## config.mk

```make
export PLATFORM = sky130hd
export DESIGN_NAME = kf_spi_host_flat
export DESIGN_NICKNAME = d
export VERILOG_FILES = /design/src/rtl/kf_spi_host_if.sv /design/src/rtl/kf_spi_host.sv /design/src/flat_wrapper.sv
export SDC_FILE = /design/constraint.sdc
export NUM_CORES = 1
export LEC_CHECK = 0
export ABC_AREA = 0
export CAP_MARGIN = 25
export CELL_PAD_IN_SITES_DETAIL_PLACEMENT = 0
export CELL_PAD_IN_SITES_GLOBAL_PLACEMENT = 1
export CORE_ASPECT_RATIO = 1.25
export CORE_MARGIN = 2
export CORE_UTILIZATION = 30
export DETAILED_ROUTE_END_ITERATION = 8
export PLACE_DENSITY = 0.66
export SLEW_MARGIN = 0
export SYNTH_ARGS = -nofsm -noshare
export SYNTH_HDL_FRONTEND = slang
export SYNTH_SLANG_ARGS = --single-unit
```

## constraint.sdc

```tcl
create_clock -name clk -period 2.6 [get_ports clk]
set_input_delay 0.52 -clock clk [delete_from_list [all_inputs] [get_ports clk]]
set_output_delay 0.52 -clock clk [all_outputs]
set_load 0.01 [all_outputs]
```

## src/rtl/kf_spi_host_if.sv

```systemverilog
// SPI bus between the Kalman-filter host and its slave.
// The master drives sck, mosi and ss; the slave returns miso.
interface kf_spi_host_if;
    logic sck;
    logic mosi;
    logic miso;
    logic ss;

    modport master (output sck, output mosi, output ss, input miso);
    modport slave  (input sck, input mosi, input ss, output miso);
endinterface

```

## src/rtl/kf_spi_host.sv

```systemverilog
// SPI master for the Kalman-filter slave link: sends a start bit and the
// configuration words, then reads one result word per slave_ready.
module kf_spi_host #(
    parameter int DATA_W  = 16,
    parameter int CLK_DIV = 4,
    parameter int N_CFG   = 5
) (
    input  logic              clk,
    input  logic              n_rst,
    input  logic              start_cfg,
    input  logic [DATA_W-1:0] cfg_data,
    output logic [2:0]        cfg_idx,
    input  logic              slave_ready,
    kf_spi_host_if.master     spi,
    output logic              busy,
    output logic              cfg_done,
    output logic [DATA_W-1:0] rx_data,
    output logic              rx_valid
);

    typedef enum logic [2:0] {
        IDLE,
        CFG_START,
        CFG_SHIFT,
        CFG_GAP,
        CFG_DONE,
        RD_SHIFT,
        RD_DONE
    } state_t;

    localparam int CW = $clog2(2 * CLK_DIV);
    localparam int BW = $clog2(DATA_W);

    localparam logic [CW-1:0] HALF_END = CW'(CLK_DIV - 1);
    localparam logic [CW-1:0] GAP_END  = CW'(2 * CLK_DIV - 1);
    localparam logic [BW-1:0] BIT_END  = BW'(DATA_W - 1);
    localparam logic [2:0]    LAST_IDX = 3'(N_CFG - 1);
    localparam logic [2:0]    NO_IDX   = 3'b111;

    state_t              state_q;
    logic [CW-1:0]       cnt_q;
    logic [CW-1:0]       cnt_d;
    logic [BW-1:0]       bit_q;
    logic [DATA_W-1:0]   shift_q;
    logic                sck_q;
    logic                mosi_q;
    logic                ss_q;
    logic                busy_q;
    logic                done_q;
    logic [2:0]          idx_q;
    logic [DATA_W-1:0]   rx_data_q;
    logic                rx_valid_q;
    logic                load_q;
    logic                first_q;

    logic                sck_run;
    logic                tc;
    logic                rise;
    logic                fall;

    assign sck_run = (state_q == CFG_START) ||
                     (state_q == CFG_SHIFT) ||
                     (state_q == RD_SHIFT);
    assign tc      = (cnt_q == HALF_END);
    assign rise    = sck_run && tc && !sck_q;
    assign fall    = sck_run && tc && sck_q;
    assign cnt_d   = tc ? '0 : cnt_q + 1'b1;

    always_ff @(posedge clk or negedge n_rst) begin
        if (!n_rst) begin
            state_q    <= IDLE;
            cnt_q      <= '0;
            bit_q      <= '0;
            shift_q    <= '0;
            sck_q      <= 1'b0;
            mosi_q     <= 1'b0;
            ss_q       <= 1'b0;
            busy_q     <= 1'b0;
            done_q     <= 1'b0;
            idx_q      <= NO_IDX;
            rx_data_q  <= '0;
            rx_valid_q <= 1'b0;
            load_q     <= 1'b0;
            first_q    <= 1'b0;
        end else begin
            rx_valid_q <= 1'b0;
            if (sck_run) begin
                cnt_q <= cnt_d;
                if (tc) sck_q <= !sck_q;
            end
            unique case (state_q)
                IDLE: begin
                    cnt_q <= '0;
                    bit_q <= '0;
                    sck_q <= 1'b0;
                    if (start_cfg && !done_q) begin
                        state_q <= CFG_START;
                        ss_q    <= 1'b1;
                        mosi_q  <= 1'b1;
                        busy_q  <= 1'b1;
                    end else if (slave_ready && done_q) begin
                        state_q <= RD_SHIFT;
                        ss_q    <= 1'b1;
                        mosi_q  <= 1'b0;
                        busy_q  <= 1'b1;
                    end
                end
                CFG_START: begin
                    if (fall) begin
                        state_q <= CFG_SHIFT;
                        mosi_q  <= 1'b0;
                        idx_q   <= '0;
                        load_q  <= 1'b1;
                    end
                end
                CFG_SHIFT: begin
                    // Word is captured once, so later cfg_data changes are ignored
                    if (load_q) begin
                        shift_q <= cfg_data;
                        mosi_q  <= cfg_data[DATA_W-1];
                        load_q  <= 1'b0;
                    end
                    if (fall) begin
                        if (bit_q == BIT_END) begin
                            state_q <= CFG_GAP;
                            bit_q   <= '0;
                            mosi_q  <= 1'b0;
                        end else begin
                            bit_q   <= bit_q + 1'b1;
                            shift_q <= {shift_q[DATA_W-2:0], 1'b0};
                            mosi_q  <= shift_q[DATA_W-2];
                        end
                    end
                end
                CFG_GAP: begin
                    if (cnt_q == GAP_END) begin
                        cnt_q <= '0;
                        if (idx_q == LAST_IDX) begin
                            state_q <= CFG_DONE;
                        end else begin
                            state_q <= CFG_SHIFT;
                            idx_q   <= idx_q + 3'd1;
                            load_q  <= 1'b1;
                        end
                    end else begin
                        cnt_q <= cnt_q + 1'b1;
                    end
                end
                CFG_DONE: begin
                    state_q <= IDLE;
                    done_q  <= 1'b1;
                    idx_q   <= NO_IDX;
                    ss_q    <= 1'b0;
                    busy_q  <= 1'b0;
                end
                RD_SHIFT: begin
                    if (rise) shift_q <= {shift_q[DATA_W-2:0], spi.miso};
                    if (fall) begin
                        if (bit_q == BIT_END) begin
                            state_q <= RD_DONE;
                            bit_q   <= '0;
                            first_q <= 1'b1;
                        end else begin
                            bit_q <= bit_q + 1'b1;
                        end
                    end
                end
                RD_DONE: begin
                    if (first_q) begin
                        rx_data_q  <= shift_q;
                        rx_valid_q <= 1'b1;
                        first_q    <= 1'b0;
                    end
                    // Leave only once the slave drops ready, so a word is read once
                    if (!slave_ready) begin
                        state_q <= IDLE;
                        ss_q    <= 1'b0;
                        busy_q  <= 1'b0;
                    end
                end
                default: begin
                    state_q <= IDLE;
                    ss_q    <= 1'b0;
                    busy_q  <= 1'b0;
                end
            endcase
        end
    end

    assign spi.sck  = sck_q;
    assign spi.mosi = mosi_q;
    assign spi.ss   = ss_q;
    assign busy     = busy_q;
    assign cfg_done = done_q;
    assign cfg_idx  = idx_q;
    assign rx_data  = rx_data_q;
    assign rx_valid = rx_valid_q;

endmodule

```

## src/flat_wrapper.sv

```systemverilog
// flat-port wrapper written by rule: the top's interface ports become plain ports
module kf_spi_host_flat 
#(
    parameter int DATA_W  = 16,
    parameter int CLK_DIV = 4,
    parameter int N_CFG   = 5
)
  (clk, n_rst, start_cfg, cfg_data, cfg_idx, slave_ready, busy, cfg_done, rx_data, rx_valid, spi_sck, spi_mosi, spi_ss, spi_miso);
  kf_spi_host_if spi_i ();
  input  logic clk;
  input  logic n_rst;
  input  logic start_cfg;
  input  logic [DATA_W-1:0] cfg_data;
  output logic [2:0] cfg_idx;
  input  logic slave_ready;
  output logic busy;
  output logic cfg_done;
  output logic [DATA_W-1:0] rx_data;
  output logic rx_valid;
  output wire logic [$bits(spi_i.sck)-1:0] spi_sck;
  output wire logic [$bits(spi_i.mosi)-1:0] spi_mosi;
  output wire logic [$bits(spi_i.ss)-1:0] spi_ss;
  input wire logic [$bits(spi_i.miso)-1:0] spi_miso;
  assign spi_sck = spi_i.sck;
  assign spi_mosi = spi_i.mosi;
  assign spi_ss = spi_i.ss;
  assign spi_i.miso = spi_miso;
  kf_spi_host #(.DATA_W(DATA_W), .CLK_DIV(CLK_DIV), .N_CFG(N_CFG)) u_core (.clk(clk), .n_rst(n_rst), .start_cfg(start_cfg), .cfg_data(cfg_data), .cfg_idx(cfg_idx), .slave_ready(slave_ready), .spi(spi_i), .busy(busy), .cfg_done(cfg_done), .rx_data(rx_data), .rx_valid(rx_valid));
endmodule
```

-- Word-level counts from Yosys, hierarchy flattened
Cells that the tools add are included.
- register bits after elaboration: 52
- input port bits: 21
- output and inout port bits: 25
- logic and storage cells: 120
- add/sub/neg operators: 3
- eq/ne operators: 22
- multiplexer cells: 50
- bitwise logic cells: 1
- reduce and logical (&&, ||, !) cells: 31
- operator list (cell ; count):
    16-bit two-way mux ; 4
    3-bit two-way mux ; 16
    16-bit one-hot mux with 2 select lines ; 1
    1-bit two-way mux ; 19
    3-bit one-hot mux with 6 select lines ; 1
    3-bit == test, second input constant ; 5
    2-bit by 1-bit inequality test with 1-bit output, second input constant ; 6
    4-bit AND reduction ; 3
    3-bit nonzero test ; 4
    2-bit nonzero test ; 5
    3-bit by 2-bit == test with 1-bit output, second input constant ; 3
    1-bit one-hot mux with 3 select lines ; 3
    3-bit one-hot mux with 3 select lines ; 1
    4-bit two-way mux ; 2
    2-bit inequality test, second input constant ; 4
    4-bit one-hot mux with 2 select lines ; 1
    2-bit AND reduction ; 4
    8-bit AND reduction ; 1
    3-bit by 1-bit adder with 3-bit output, second input constant ; 2
    3-bit by 1-bit inequality test with 1-bit output, second input constant ; 2
    3-bit one-hot mux with 2 select lines ; 1
    3-bit AND reduction ; 2
    1-bit logical AND ; 5
    4-bit by 1-bit adder with 4-bit output, second input constant ; 1
    other kinds (9) ; 11

-- Longest topological paths before layout
- depth in word-level cells: 7
- mapped depth: 9
- gate-level depth less buffers: 7

-- Least setup slack after synthesis
No wires, ideal clock.
- path kind: register -> register
- start: reg u_core.cnt_q[0]
- end: reg u_core.shift_q[0]
- library setup time: 78 ps
- arrival: 1859 ps
- required time: 2522 ps
- slack: 663 ps
- stages on the path, launching flop included: 9
- path buffers: 1
- clock period less this slack: 1937 ps
- cell sequence: dfrtp_1 ha_1 ha_1 and2_1 a21oi_1 nor2_1 o21bai_2 buf_4 o2bb2ai_1
- word-level cells in the longest chain between the ends: 5
- elaborated cells between the ends (all ways): 8
- classes of those cells: eq/ne (2); mux (2); reduce/logical (4)
- ends and longest elaborated chain (element ; line ; text):
    start, declared ; kf_spi_host.sv:41 ; logic [CW-1:0] cnt_q;
    start signal, assigned ; kf_spi_host.sv:88 ; cnt_q <= cnt_d;
    start signal, assigned ; kf_spi_host.sv:146 ; cnt_q <= cnt_q + 1'b1;
    3-bit by 2-bit == test with 1-bit output * ; kf_spi_host.sv:64 ; assign tc = (cnt_q == HALF_END);
    1-bit logical AND * ; kf_spi_host.sv:65, kf_spi_host.sv:66 ;
    1-bit logical AND, on equally long branches ; kf_spi_host.sv:66, kf_spi_host.sv:65 ;
    16-bit two-way mux / 2-bit by 1-bit inequality test with 1-bit output (equally long branches) ; n/a ;
    16-bit one-hot mux with 2 select lines / 2-bit AND reduction (equally long branches) ; n/a ;
    end signal, assigned ; kf_spi_host.sv:119 ; shift_q <= cfg_data;
    end signal, assigned ; kf_spi_host.sv:130 ; shift_q <= {shift_q[DATA_W-2:0], 1'b0};
    end signal, assigned ; kf_spi_host.sv:157 ; if (rise) shift_q <= {shift_q[DATA_W-2:0], spi.miso};
    end, declared ; kf_spi_host.sv:44 ; logic [DATA_W-1:0] shift_q;
Mark *: on every way between the ends. The rest lies on a longest branch, timed or not.
A chain may end at the register's enable or synchronous reset.

-- Worst setup path in the final report
- start: reg u_core.cnt_q[0]
- end: reg u_core.shift_q[7]
Same word-level chain as after synthesis.

==> results by stage <==
Status:
- The run finished with clean final reports.

Clock network:
- The clock transition at the registers of the reported paths is 70 ps.
- The TritonCTS buffer count is 5.
- The number of instances resized during post-cts repair is 0.
- After clock tree synthesis, the setup repair step added 0 buffers.
- The tree is rooted in a sky130_fd_sc_hd__clkbuf_16.
- The number of clock sinks is 52.
- Buffers inserted to repair hold after CTS numbered 0.
- The CTS tree is yes.
- The largest buffer count on any clock path is 2.
- For the worst-skew pair, the clock arrives at the later sink with an insertion delay of 290 ps.
- The H-tree was split into 2 levels.

STA:
- For the pin with the worst max-slew slack, the measured transition is 597.7 ps.
- In this run the tightest slew margin relative to its limit is 60.15%.
- The count of final hold-check violations is 0.
- The worst hold margin is 35.93 ps.
- Adding up every negative setup slack in the final design gives 0 ps.
- The maximum clock frequency is 0.4626 GHz.
- Of the available clock period, the critical path in the final layout requires 83.15%.
- The count of pins over their slew limit is 0.
- The clock tree skew after final layout is 4.927 ps.
- The post-route minimum period is 2162 ps.
- Setup violations remaining at the end of the flow were counted as 0.
- The slack of the critical path is 438.2 ps.
- Setup repair after global routing left no endpoint under its margin.

Setup path:
- In this run the worst setup path begins at u_core.cnt_q[0].
- The worst setup path is launched from a register.
- The largest fanout of any net on the critical path is 15.
- The endpoint class of the critical path is a register.
- The arrival time reported for the critical path endpoint is 2340 ps.
- The critical path class is reg -> reg.
- The library cell contributing the largest single delay on the critical path is sky130_fd_sc_hd__and3_1.
- The delay of the slowest critical-path stage is 390 ps.
- For the worst setup path, the data required time is 2770 ps.
- By instance count, the cell type seen most on the critical path is sky130_fd_sc_hd__ha_1.
- In this run the critical register-to-register path is launched from u_core.cnt_q[0].
- Traced cell by cell, the critical path runs through ha_1 -> ha_1 -> and2_1 -> nand2_1 -> and3_1 -> a22o_1 -> a21o_1.

Place:
- The worst-case setup slack after placement is 340.4 ps.
- Detailed placement ended at an HPWL of 4.588 mm.
- The final weighted congestion of routability-driven global placement is 0.7637.
- The total of buffers placed on input and output ports is 45.

Cells and area:
- The post-route netlist has 10.03% of its cells at a drive strength greater than 1.
- For this run, the post-layout net count is 357.
- The area of combinational cells with multiple inputs is 1306 um2.
- Cells fill 38.89% of the core in the end.
- The number of inserted filler cells in the final layout is 938.
- The number of antenna diodes in the final layout is 0.
- Compared with the post-synthesis result, the final layout area differs by 27.43%.
- Across the whole layout, storage elements account for 1305 um2.

Synthesis:
- Yosys mapped a number of flops with a built-in enable equal to 0.
- The most instantiated library cell after synthesis is sky130_fd_sc_hd__nand2_1.
- The average instance in the mapped netlist occupies 9.633 um2.
- The count of distinct cell types in the synthesized netlist is 59.
- For this run, the register share of the synthesized area comes to 47.37%.
- Summed over all instances, the cell type with the most area after synthesis is sky130_fd_sc_hd__dfrtp_1.
- After synthesis, the share of flip-flops with an asynchronous set or reset is 100.0%.
- The number of nets in the synthesized netlist is 314.
- Synthesis produced 286 cells.
- Counting flops and latches in the post-synthesis netlist gives 52.
- The area share of the largest cell type after synthesis is 44.50%.
- By area the synthesized netlist is led by sky130_fd_sc_hd__dfrtp_1 45%, sky130_fd_sc_hd__nand2_1 9.3%, sky130_fd_sc_hd__a22o_1 4.8%, sky130_fd_sc_hd__a21o_1 4.4%, sky130_fd_sc_hd__ha_1 3.2%.
- Sorting the synthesized cells by how often they occur yields 68 x sky130_fd_sc_hd__nand2_1, 49 x sky130_fd_sc_hd__dfrtp_1, 16 x sky130_fd_sc_hd__a21o_1, 15 x sky130_fd_sc_hd__a22o_1.
- The prevailing post-synth register cell is sky130_fd_sc_hd__dfrtp_1.
- During synthesis, Yosys emitted a total of 0 warnings.
- The mapped netlist covers 2755 um2.

Die:
- The effective utilization at floorplan is 30.52%.
- The overall die width is 89.72 um.
- Pin placement for this block handled 46 I/O pins.
- The chip height is 111.1 um.
- The area enclosed by the die boundary is 9971 um2.
- The floorplan has 39 rows.
- The total core area is 9027 um2.

Global route:
- For this run, the total global-route usage over all layers was measured as 13.80%.
- The via count of the first global-routing pass is 2226.
- Entering global routing, the biggest net connects 50 pins.
- The first global-routing pass estimated 11.23 mm of wire.
- The number of antenna violations at the first check in global routing was 0.
- For this run the aggregate overflow at the end of global routing stands at 0.

Route:
- Dividing the detail-routed via count by the number of cells gives 4.987.
- The number of remaining DRC errors is 0.
- The number of nets with antenna violations after detailed routing is 0.
- For this run, the detailed router's first-pass iteration total came to 4.
- Dividing the detail-routed wire length by the instance count gives 14.88 um.
- The initial detailed-routing violation count is 72.
- Summing over every cut layer, the via total after detailed routing is 2254.
- The total wirelength of the detailed-routed design is 6.725 mm.

Min path:
- The worst hold path class is in -> async.

Pwr:
- The power density over the cells is 1014 nW/um2.
- Combinational logic is responsible for 40.3% of the overall power.
- The leakage component of the power is 0.001650 uW.
- The internal power is 2270 uW.
- VDD sags by at most 0.4251 mV.
- Net switching is 36.24% of the power.
- For this design the total switching power over the nets is 1290 uW.
- In this run, flip-flops and latches consume 36.4% of the power.
- In this run, the clock network consumes 23.3% of the power.

Flow run:
- The number of maximum-capacitance violations is 0.
[flip-flops by register name, indices dropped and copies added, names as in the netlist]
register	cells
u_core.bit_q	4
u_core.cfg_done	1
u_core.cfg_idx	3
u_core.cnt_q	3
u_core.first_q	1
u_core.load_q	1
u_core.rx_data	16
u_core.rx_valid	1
u_core.shift_q	16
u_core.spi.mosi	1
u_core.spi.sck	1
u_core.spi.ss	1
u_core.state_q	3
[power by group through the flow]
stage | Combinational, uW | Sequential [uW] | Clock, uW
floorplan | 1130 | 1220 | 0
global placement | 1420 | 1310 | 0
detailed placement | 1440 | 1300 | 0
CTS | 1450 | 1290 | 857
global route | 1590 | 1330 | 890
finish | 1440 | 1290 | 830
[area by class of cell]
| type | instances | area share [%] |
|---|---|---|
| clock buffer | 5 | 3.564 |
| clock inverter | 2 | 1.711 |
| inverter | 8 | 0.8553 |
| multi-input combinational | 209 | 37.21 |
| sequential | 52 | 37.17 |
| tap | 123 | 4.383 |
| timing repair buffer | 53 | 15.11 |
[critical path, delay by kind of cell (launching register included)]
family          cells  cell delay (ps)
simple gates        3              680
fa+ha+maj           2              540
compound gates      2              460
flops               1              370
[path summary, 6_finish.rpt]
kind,to,slack (ps),depth (start not counted)
max,u_core.shift_q[7],440,7
min,u_core.rx_valid,40,1
max reg2reg,u_core.shift_q[7],440,7
min reg2reg,u_core.rx_data[3],470,2
max in group asynchronous,u_core.cfg_idx[1],2040,2
min in group clk,u_core.rx_data[3],470,2
[logic make-up after synthesis]
| family | count (synthesis) | synth area share, % |
|---|---|---|
| flip-flops | 52 | 47.37 |
| AO/OA/AOI/OAI | 80 | 21.84 |
| adder cells (fa/ha/maj) | 7 | 3.179 |
| buffers and inverters | 25 | 5.223 |
| AND/OR/NAND/NOR | 118 | 20.53 |
| multiplexers | 4 | 1.862 |
[placed cells by master, fill, tap and decap left out, drive strengths merged, types with 2 or more instances in the layout]
cell type      count
a21o              16
nand2             68
a31oi              2
and2               3
and3               3
a22o              15
mux2               3
nand3              8
a211oi             3
nor2b              4
a32oi              2
clkdlybuf4s50     44
nor3               6
o21ai             12
a22oi              2
ha                 7
a21oi             10
dfstp              3
or2                2
o2bb2ai            2
nand2b             2
bufinv             2
o21bai             2
dfrtp             49
nor3b              2
buf                9
o22ai              2
clkbuf             5
nand3b             2
inv                7
nor2              11
[metrics by stage]
step | total power (uW) | area (um2) | cells
after floorplan | 2350 | 2755 | 286
after detailed placement | 2738 | 3326 | 445
after global placement | 2730 | 3326 | 445
after global routing | 3802 | 3511 | 452
after CTS | 3595 | 3511 | 452
final | 3560 | 3511 | 452
[per-layer routing]
metal | vias to the layer above | GRT usage, % | part of all wire, %
li1 | 1106 | - | -
met1 | 1094 | 18.47 | 47
met2 | 50 | 22.98 | 49
met3 | 4 | 2.855 | 3.5
met4 | 0 | 3.282 | 0.67
met5 | - | 0 | 0
No activity file was read; power rests on OpenSTA's default activity.
